## src/rtl/branch_predict_resolve.sv

```systemverilog
// branch_predict_resolve: RV32I branch resolution in EX plus a 2-bit saturating BHT predictor for IF; `BP_PERF_EN builds saturating perf counters.
module branch_predict_resolve #(
  parameter int XLEN = 32,
  parameter int BHT_ENTRIES = 64,
  parameter logic [1:0] CTR_INIT = 2'b01
) (
  input  logic            clk,
  input  logic            rst,
  input  logic [XLEN-1:0] if_pc,
  output logic            if_pred_taken,
  input  logic            ex_valid,
  input  logic [6:0]      ex_opcode,
  input  logic [2:0]      ex_funct3,
  input  logic [2:0]      ex_cc,
  input  logic [XLEN-1:0] ex_pc,
  input  logic            ex_pred_taken,
  output logic            ex_branch,
  output logic            ex_mispredict,
  output logic            ex_illegal,
  output logic [31:0]     perf_branches,
  output logic [31:0]     perf_misses
);
  localparam int IDX_W = $clog2(BHT_ENTRIES);
  logic [1:0] bht [BHT_ENTRIES];
  logic [IDX_W-1:0] if_idx, ex_idx;
  logic is_b, bad_f3, resolved, outcome;
  logic [1:0] ctr, ctr_nxt;
  logic unused_pc_bits;
  assign unused_pc_bits = ^{if_pc[XLEN-1:IDX_W+2], if_pc[1:0], ex_pc[XLEN-1:IDX_W+2], ex_pc[1:0]};
  assign if_idx = if_pc[IDX_W+1:2];
  assign ex_idx = ex_pc[IDX_W+1:2];
  assign is_b = ex_opcode == 7'b1100011;
  assign bad_f3 = ex_funct3[2:1] == 2'b01;
  assign resolved = ex_valid & is_b & ~bad_f3;
  // funct3[2:1] picks eq/slt/ult, funct3[0] inverts the sense
  assign outcome = (ex_funct3[2] ? (ex_funct3[1] ? ex_cc[2] : ex_cc[1]) : ex_cc[0]) ^ ex_funct3[0];
  assign ex_branch = resolved & outcome;
  assign ex_mispredict = resolved & (outcome != ex_pred_taken);
  assign ex_illegal = ex_valid & is_b & bad_f3;
  assign if_pred_taken = bht[if_idx][1];
  always_comb begin
    ctr = bht[ex_idx];
    ctr_nxt = outcome ? (ctr == 2'b11 ? ctr : ctr + 2'b01) : (ctr == 2'b00 ? ctr : ctr - 2'b01);
  end
  always_ff @(posedge clk or posedge rst)
    if (rst)
      for (int i = 0; i < BHT_ENTRIES; i++) bht[i] <= CTR_INIT;
    else if (resolved)
      bht[ex_idx] <= ctr_nxt;
`ifdef BP_PERF_EN
  always_ff @(posedge clk or posedge rst)
    if (rst) begin
      perf_branches <= '0;
      perf_misses <= '0;
    end else begin
      if (resolved && perf_branches != '1) perf_branches <= perf_branches + 32'd1;
      if (ex_mispredict && perf_misses != '1) perf_misses <= perf_misses + 32'd1;
    end
`else
  assign perf_branches = '0;
  assign perf_misses = '0;
`endif
endmodule

```

## config.mk

```make
export PLATFORM = sky130hd
export DESIGN_NAME = branch_predict_resolve
export DESIGN_NICKNAME = d
export VERILOG_FILES = /design/src/rtl/branch_predict_resolve.sv
export SDC_FILE = /design/constraint.sdc
export NUM_CORES = 1
export LEC_CHECK = 0
export CAP_MARGIN = 40
export CORE_ASPECT_RATIO = 1.5
export CORE_UTILIZATION = 46
export CTS_BUF_LIST = sky130_fd_sc_hd__clkbuf_8
export DETAILED_ROUTE_END_ITERATION = 7
export PLACE_DENSITY = 0.75
export SETUP_SLACK_MARGIN = 0.05
export SLEW_MARGIN = 20
export SYNTH_ARGS = -nofsm -noshare
export SYNTH_HDL_FRONTEND = slang
export SYNTH_SLANG_ARGS = --single-unit
```

## constraint.sdc

```tcl
create_clock -name clk -period 3.97 [get_ports clk]
set_input_delay 0.5955 -clock clk [delete_from_list [all_inputs] [get_ports clk]]
set_output_delay 0.5955 -clock clk [all_outputs]
set_load 0.01 [all_outputs]
```

==> flow_metrics.py, run 1 <==
metrics = {
    "outcome": {
        "status": "finished with violations",
        "violations": "DRC",
    },
    "timing": {
        "finalClockSkew_ns": 0.0146,
        "finalSetupTns_ns": 0,
        "setup-violations-final": 0,
        "rsz0062_at_grt": "no",
        "tightest_slew_ns": 0.783,
        "setup_slack_ns": 0.335,
        "slew-limit-headroom_pct": 47.6,
        "fin_crit_ns": 3.64,
        "period_share_pct": 91.6,
        "whs_ns": 0.467,
        "finalHoldViolCount": 0,
        "drv_slew": 0,
        "max_freq_mhz": 275,
    },
    "floorplan": {
        "die_w_um": 109,
        "fp.dieArea_um2": 17700,
        "ios": 149,
        "core-area_um2": 16800,
        "die_h_um": 163,
        "start_util_pct": 47.1,
        "rows": 58,
    },
    "global_routing": {
        "antenna_found_initial": 0,
        "grt-ovfl-total": 0,
        "grt_pass1_vias": 6204,
        "grt_pass1_wl_um": 33800,
        "grtUsageTotal_pct": 25.2,
        "grt_max_degree": 87,
    },
    "worst_setup_path": {
        "crit_required_ns": 3.37,
        "endpoint_kind": "output pin",
        "cpPeakStageDelay_ns": 0.51,
        "crit_chain": "clkdlybuf4s50_1, buf_12, mux4_2, mux4_2, mux4_2, clkdlybuf4s50_1",
        "crit_slowest_cell": "clkdlybuf4s50_1",
        "r2r_slack_ns": 1.26,
        "worstPathArrival_ns": 3.04,
        "critPathMaxFanout": 16,
        "startpoint_type": "input port",
        "cp_common_cell": "mux4_2",
        "cp_num_buf_inv": 3,
        "path_delay_family": "multiplexers",
        "critPathKind": "in -> out",
    },
    "detailed_routing": {
        "ant_nets": 0,
        "first_pass_iters": 8,
        "vias": 6530,
        "routed_wl_um": 21400,
        "post_drt_wl_per_cell_um": 19.6,
        "drt_iter0_markers": 695,
        "viasPerCell": 5.99,
        "route.detailed.drc": 2,
    },
    "power": {
        "cellPowerDensity_nw_per_um2": 325,
        "p_leak_nw": 3.37,
        "power_w": 0.00285,
        "ir_drop_mv": 0.220,
    },
    "cts": {
        "cts_root_buffer": "clkbuf_8",
        "cts_buffers": 17,
        "cts_buffer_depth": 2,
        "cts_hold_buf": 0,
        "clock_sinks": 128,
        "insertion_delay_ns": 0.47,
        "cts_tree": "yes",
        "clkSlewWorstSetupHoldPaths_ns": 0.08,
        "cts_htree_levels": 4,
        "cts_setup_buffers": 0,
    },
    "logic_synthesis": {
        "yosysWarnings": 0,
        "syn-cell-area_um2": 7900,
        "ys_top_cells_by_area": "dfstp_2, dfrtp_1, mux4_2",
        "ys_types": 66,
        "ys_ff_latch": 128,
        "yosysSeqAreaShare_pct": 41.6,
        "synthFlopType": "dfstp_2",
        "synth_largest_area_cell": "dfstp_2",
        "yosysTopAreaCellShare_pct": 21.3,
        "synth_edf_count": 0,
        "yosysMostFrequentCell": "nand2_1",
        "synthCells": 836,
        "ys_async_sr_fraction_pct": 100,
        "synth.top_cells.by_count": "nand2_1, nor2_1, buf_4, o31ai_1",
        "syn_avg_cell_area_um2": 9.45,
    },
    "cells_and_area": {
        "antennaDiodeCount": 0,
        "largest_reg_flops": 128,
        "multi_input_area_um2": 4020,
        "nets": 949,
        "fin_util_pct": 52.3,
        "drive_above_1_share_pct": 22.1,
        "regArea_um2": 3280,
        "syn_to_final_growth_pct": 10.9,
        "reg.largest.list": "bht (128)",
        "top_register": "bht",
        "nFillCells": 1525,
    },
    "placed_design": {
        "dp_slack_ns": 0.0901,
        "port_buffers": 32,
        "dp_hpwl_um": 14200,
        "place.gp.congestion": 0.879,
    },
    "job": {
        "maxCapViolations": 0,
    },
    "hold_path": {
        "hold_class": "reg -> reg",
    },
}
-- tightest hold or removal path, cell delays in order (launching register included) --
cell and delay [ns]:
dfstp_2 0.37, nand2_1 0.04, o31ai_1 0.05
-- per-layer routing --
layer / vias up / part of all wire, % / GRT usage, %
met1: 3111 / 38 / 30.8
met4: 0 / 5.5 / 13.9
li1: 2977 / - / -
met2: 348 / 50 / 41.2
met3: 94 / 7.2 / 4.84
met5: - / 0 / 0
-- path summary, 6_finish.rpt --
check                      startpoint       endpoint  depth (start not counted)
max reg2reg                   bht[71]        bht[69]                          9
min in group asynchronous         rst        bht[65]                          2
max                          if_pc[3]  if_pred_taken                          6
min                           bht[82]        bht[82]                          2
max in group asynchronous         rst       bht[108]                          3
min reg2reg                   bht[82]        bht[82]                          2
-- through the flow --
step | instance area [um^2] | cells
2_1_floorplan | 8140 | 899
3_3_place_gp | 8350 | 1058
3_5_place_dp | 8350 | 1058
4_1_cts | 8730 | 1090
5_1_grt | 8760 | 1091
6_report | 8760 | 1091
-- cell families (layout without fill, tap and decap cells) --
kind of cell | count (synthesis) | count (layout) | share of synthesized area (%)
other | 1 | 64 | 0.0475
muxes | 56 | 56 | 12.3
AOI/OAI and AO/OA | 187 | 187 | 17.2
xor gates and xnor gates | 2 | 2 | 0.222
buffers and inverters | 134 | 116 | 10.9
DFF | 128 | 128 | 41.6
and+or+nand+nor | 328 | 328 | 17.8
-- report_power, final --
group / internal [W] / switching [W] / total (W)
sequential: 0.00131 / 0.00000283 / 0.00131
clock: 0.000539 / 0.000587 / 0.00113
combinational: 0.000126 / 0.000279 / 0.000405
-- layout make-up --
class                           count  share of cell area (%)
Tap cell                          210                    3.00
Multi-Input combinational cell    637                    45.9
Clock inverter                     13                    1.46
Timing Repair Buffer               77                    8.91
Inverter                            7                   0.328
Sequential cell                   128                    37.5
Clock buffer                       19                    2.98
-- placed cells by master (no fill, tap or decap), drive strengths merged, types with 11 or more instances in the layout --
master / count
a221oi: 11
mux2i: 15
nand2: 139
buf: 46
dfstp: 64
nor2: 137
clkbuf: 20
o31ai: 66
conb: 64
clkdlybuf4s50: 29
a31oi: 66
mux4: 32
dfrtp: 64
inv: 13
-- timing repair --
item,4_1_cts,5_1_grt
endpoints found under the hold margin,0,0
endpoints found under the setup margin,0,1
gates resized for setup,0,1
Note: power is estimated with default switching activity, not from simulation.
==> run 2, diff against run 1 <==
--- a/config.mk
+++ b/config.mk
@@ -10,7 +10,7 @@
 export CORE_UTILIZATION = 46
 export CTS_BUF_LIST = sky130_fd_sc_hd__clkbuf_8
 export DETAILED_ROUTE_END_ITERATION = 7
-export PLACE_DENSITY = 0.75
+export PLACE_DENSITY = 0.81
 export SETUP_SLACK_MARGIN = 0.05
 export SLEW_MARGIN = 20
 export SYNTH_ARGS = -nofsm -noshare
==> flow_metrics.py, run 2 (synthesis results as in run 1) <==
metrics = {
    "outcome": {
        "status": "complete, no violations",
    },
    "detailed_routing": {
        "routed_wl_um": 21000,
        "first_pass_iters": 5,
        "viasPerCell": 6.05,
        "ant_nets": 0,
        "drt_iter0_markers": 827,
        "post_drt_wl_per_cell_um": 19.4,
        "route.detailed.drc": 0,
        "vias": 6557,
    },
    "power": {
        "power_frac_comb_pct": 13.5,
        "p_leak_nw": 3.34,
        "p_clk_share_pct": 40.8,
        "cellPowerDensity_nw_per_um2": 331,
        "power_w": 0.00288,
        "power.internal_w": 0.00205,
        "ir_drop_mv": 0.219,
        "pwr-share-seq_pct": 45.7,
        "p_sw_w": 0.000834,
        "swShare_pct": 29.0,
    },
    "cts": {
        "insertion_delay_ns": 0.47,
        "cts_buffer_depth": 2,
        "cts_buffers": 17,
        "clkSlewWorstSetupHoldPaths_ns": 0.07,
        "cts_root_buffer": "clkbuf_8",
        "cts_htree_levels": 4,
        "clock_sinks": 128,
        "cts_tree": "yes",
    },
    "floorplan": {
        "die_w_um": 109,
        "ios": 149,
        "die_h_um": 163,
        "fp.dieArea_um2": 17700,
        "rows": 58,
        "start_util_pct": 47.1,
        "core-area_um2": 16800,
    },
    "cells_and_area": {
        "final_cell_mix": "nand2_1, nor2_1, o31ai_1",
        "nFillCells": 1456,
        "antennaDiodeCount": 0,
        "layout_commonest_cell": "nand2_1",
        "nets": 941,
        "reg.largest.list": "bht (128)",
        "fin_area_um2": 8710,
        "drive_above_1_share_pct": 21.1,
        "largest_reg_flops": 128,
        "syn_to_final_growth_pct": 10.2,
        "top_register": "bht",
    },
    "timing": {
        "setup-violations-final": 0,
        "finalHoldViolCount": 0,
        "period_share_pct": 93.6,
        "slew-limit-headroom_pct": 44.1,
        "finalClockSkew_ns": 0.0143,
        "rsz0062_at_grt": "no",
        "fin_crit_ns": 3.71,
        "max_freq_mhz": 269,
        "tightest_slew_ns": 0.832,
        "finalSetupTns_ns": 0,
        "drv_slew": 0,
    },
    "placed_design": {
        "dp_hpwl_um": 13900,
        "postPlaceCellArea_um2": 8270,
        "port_buffers": 32,
        "place.gp.congestion": 0.901,
    },
    "global_routing": {
        "antenna_found_initial": 0,
        "grtUsageTotal_pct": 24.6,
        "grt_use_met2_pct": 40.9,
        "grt_pass1_wl_um": 33300,
        "met1_usage_pct": 29.8,
        "grt_pass1_vias": 6300,
        "grt_busiest_layer": "met2",
        "grt_max_degree": 65,
        "grt-ovfl-total": 0,
        "use_met3_pct": 4.88,
    },
    "worst_setup_path": {
        "critPathKind": "in -> out",
        "startpoint_type": "input port",
        "r2r_start": "bht[35]",
        "r2r_slack_ns": 1.34,
        "reg2regPathDepth": 8,
        "endpoint_kind": "output pin",
        "r2r_end": "bht[15]",
        "crit_required_ns": 3.37,
        "critPathMaxFanout": 16,
        "worstPathArrival_ns": 3.12,
    },
    "hold_path": {
        "whs_path_depth": 2,
        "hold_start": "bht[60]",
        "hold_class": "reg -> reg",
        "holdPathEnd": "bht[60]",
    },
    "job": {
        "maxCapViolations": 0,
    },
}
==> run 2: changes by cell type in the layout (fill, tap and decap cells not counted), sizes merged <==
cell,delta
buf,-8
bufinv,+2
clkbuf,-2
clkinv,+3
clkinvlp,-1
inv,-2
==> run 2: layout make-up <==
class	count	area [um^2]	share of cell area, %
multi-input combinational	637	4020	46.1
clock buffer	17	234	2.69
inverter	7	28.8	0.331
sequential	128	3280	37.7
clock inverter	15	173	1.98
timing repair buffer	69	708	8.13
tap	210	263	3.02
==> run 2: per-stage QoR <==
step / utilization, % / hold slack, ns / instances / setup WS, ns
after global placement: 49.2 / 0.454 / 1049 / 0.100
after floorplan: - / 0.448 / 899 / 0.0678
after global routing: 51.9 / 0.482 / 1083 / 0.195
after detailed placement: 49.4 / 0.459 / 1050 / 0.0873
after CTS: 51.8 / 0.471 / 1082 / 0.0835
final: 51.9 / 0.470 / 1083 / 0.255
==> run 2: worst max path at each step <==
stage | end | startpoint | depth (start not counted) | slack, ns
floorplan | bht[101] | rst | 1 | 0.07
global placement | if_pred_taken | if_pc[2] | 6 | 0.10
detailed placement | if_pred_taken | if_pc[2] | 6 | 0.09
CTS | if_pred_taken | if_pc[2] | 6 | 0.08
global route | if_pred_taken | if_pc[3] | 6 | 0.20
finish | if_pred_taken | if_pc[3] | 6 | 0.26
==> run 2: power groups by stage <==
stage | Combinational, W | Sequential (W) | Clock [W]
floorplan | 0.000306 | 0.00134 | 0
global placement | 0.000376 | 0.00134 | 0
detailed placement | 0.000379 | 0.00134 | 0
CTS | 0.000380 | 0.00131 | 0.00118
global route | 0.000415 | 0.00131 | 0.00123
finish | 0.000390 | 0.00131 | 0.00118
==> run 2: routing by layer <==
metal / part of all wire (%) / wire (um)
met1: 37 / 7800
met3: 8.6 / 1810
met2: 50 / 10400
met5: 0 / 0
met4: 4.7 / 985
==> run 2: critical path: stages <==
cell and delay [ns]:
clkdlybuf4s50_1 0.46, buf_4 0.25, mux4_2 0.36, mux4_2 0.49
mux4_2 0.47, clkdlybuf4s50_1 0.48
==> run 2: what timing repair did <==
| action | CTS | global route |
|---|---|---|
| hold buffers | 0 | 0 |
| setup endpoints to repair | 0 | 1 |
| buffers inserted | 0 | 0 |
| gates resized for setup | 0 | 1 |
==> run 3, diff against run 2 <==
--- a/config.mk
+++ b/config.mk
@@ -11,6 +11,7 @@
 export CTS_BUF_LIST = sky130_fd_sc_hd__clkbuf_8
 export DETAILED_ROUTE_END_ITERATION = 7
 export PLACE_DENSITY = 0.81
+export REMOVE_ABC_BUFFERS = 1
 export SETUP_SLACK_MARGIN = 0.05
 export SLEW_MARGIN = 20
 export SYNTH_ARGS = -nofsm -noshare
==> flow_metrics.py, run 3 (synthesis results as in run 1) <==
metrics = {
    "global_routing": {
        "grtUsageTotal_pct": 25.3,
        "grt_pass1_wl_um": 34100,
        "grt_max_degree": 65,
        "grt-ovfl-total": 0,
        "grt_pass1_vias": 6550,
        "antenna_found_initial": 0,
    },
    "timing": {
        "setup-violations-final": 0,
        "finalHoldViolCount": 0,
        "rsz0062_at_grt": "no",
        "period_share_pct": 91.6,
        "fin_crit_ns": 3.64,
        "max_freq_mhz": 275,
        "tightest_slew_ns": 0.817,
        "finalClockSkew_ns": 0.0135,
        "slew-limit-headroom_pct": 45.4,
        "finalSetupTns_ns": 0,
        "drv_slew": 0,
    },
    "cts": {
        "cts_buffer_depth": 2,
        "clock_sinks": 128,
        "cts_tree": "yes",
        "cts_buffers": 17,
        "clkSlewWorstSetupHoldPaths_ns": 0.07,
        "cts_htree_levels": 4,
        "cts_hold_buf": 0,
        "insertion_delay_ns": 0.45,
        "cts_root_buffer": "clkbuf_8",
    },
    "outcome": {
        "status": "complete, no violations",
    },
    "detailed_routing": {
        "routed_wl_um": 21300,
        "vias": 6720,
        "drt_iter0_markers": 651,
        "viasPerCell": 6.14,
        "ant_nets": 0,
        "route.detailed.drc": 0,
        "first_pass_iters": 6,
        "post_drt_wl_per_cell_um": 19.5,
    },
    "worst_setup_path": {
        "crit_slowest_cell": "clkdlybuf4s50_1",
        "critPathMaxFanout": 16,
        "crit_chain": "clkdlybuf4s50_1, buf_12, mux4_2, mux4_2, mux4_2, clkdlybuf4s50_1",
        "critPathKind": "in -> out",
        "reg2regPathDepth": 8,
        "endpoint_kind": "output pin",
        "crit_required_ns": 3.37,
        "cpPeakStageDelay_ns": 0.51,
        "worstPathArrival_ns": 3.04,
        "startpoint_type": "input port",
        "cp_common_cell": "mux4_2",
    },
    "cells_and_area": {
        "regArea_um2": 3280,
        "nets": 953,
        "final_cell_mix": "nand2_1, nor2_1, o31ai_1",
        "top_register": "bht",
        "largest_reg_flops": 128,
        "multi_input_area_um2": 4020,
        "layout_commonest_cell": "nand2_1",
        "reg.largest.list": "bht (128)",
        "drive_above_1_share_pct": 21.8,
        "nFillCells": 1430,
        "fin_area_um2": 8730,
        "antennaDiodeCount": 0,
        "syn_to_final_growth_pct": 10.5,
    },
    "floorplan": {
        "die_w_um": 109,
        "core-area_um2": 16800,
        "die_h_um": 163,
        "start_util_pct": 47.1,
        "fp.dieArea_um2": 17700,
        "ios": 149,
        "rows": 58,
    },
    "job": {
        "maxCapViolations": 0,
    },
    "placed_design": {
        "postPlaceCellArea_um2": 8340,
        "place.gp.congestion": 0.889,
        "dp_hpwl_um": 14000,
        "port_buffers": 32,
    },
    "power": {
        "p_leak_nw": 3.40,
        "cellPowerDensity_nw_per_um2": 320,
        "ir_drop_mv": 0.200,
    },
    "hold_path": {
        "hold_class": "reg -> reg",
        "whs_path_depth": 2,
    },
}
[run 3: cell count changes in the layout (fill, tap and decap cells not counted)]
| cell | before | now |
|---|---|---|
| clkinvlp_4 | 3 | 1 |
| inv_1 | 8 | 10 |
| buf_4 | 28 | 42 |
| inv_6 | 1 | 0 |
| clkinv_4 | 4 | 0 |
| clkbuf_8 | 17 | 19 |
| bufinv_16 | 3 | 2 |
| clkinv_2 | 1 | 4 |
| buf_12 | 8 | 6 |
[run 3: layer usage]
layer / GRT usage (%) / up-vias / part of all wire [%]
met2: 40.4 / 409 / 48
met1: 29.7 / 3197 / 36
met3: 4.52 / 126 / 7.0
met4: 19.7 / 0 / 8.1
met5: 0 / - / 0
li1: - / 2988 / -
[run 3: timing repair]
| action | CTS | global route |
|---|---|---|
| resized for setup | 0 | 1 |
| endpoints found under the setup margin | 0 | 1 |
| setup buffers | 0 | 0 |
[run 3: area by class of cell]
class / count / area share, %
sequential: 128 / 37.6
multi-input combinational: 637 / 46.0
clock inverter: 12 / 1.22
clock buffer: 19 / 2.99
inverter: 7 / 0.330
timing repair buffer: 81 / 8.85
tap: 210 / 3.01
[run 3: power breakdown]
part	switching (W)	leakage, nW	internal, W
sequential	0.00000287	1.55	0.00131
combinational	0.000276	1.63	0.000123
clock	0.000506	0.207	0.000571
[run 3: path summary, 6_finish.rpt]
| path | from | endpoint | slack, ns |
|---|---|---|---|
| hold reg to reg | bht[70] | bht[70] | 0.47 |
| max in group asynchronous | rst | bht[26] | 2.44 |
| hold / removal | bht[70] | bht[70] | 0.47 |
| setup reg to reg | bht[41] | bht[111] | 1.22 |
| min in group asynchronous | rst | bht[17] | 0.61 |
| setup / recovery | if_pc[3] | if_pred_taken | 0.33 |
[run 3: worst max-delay path, delay by kind of cell]
| kind | cells | cell delay (ns) |
|---|---|---|
| buffers and inverters | 3 | 1.16 |
| muxes | 3 | 1.27 |
[run 3: stage by stage]
stage	instances	hold slack (ns)	util [%]	setup WS, ns	power, W
3_5_place_dp	1062	0.458	49.7	0.0816	0.00173
6_report	1094	0.467	52.1	0.333	0.00279
4_1_cts	1093	0.470	51.9	0.0748	0.00279
2_1_floorplan	772	0.448	-	0.0678	0.00152
3_3_place_gp	1062	0.454	49.7	0.110	0.00172
5_1_grt	1094	0.484	52.1	0.292	0.00289
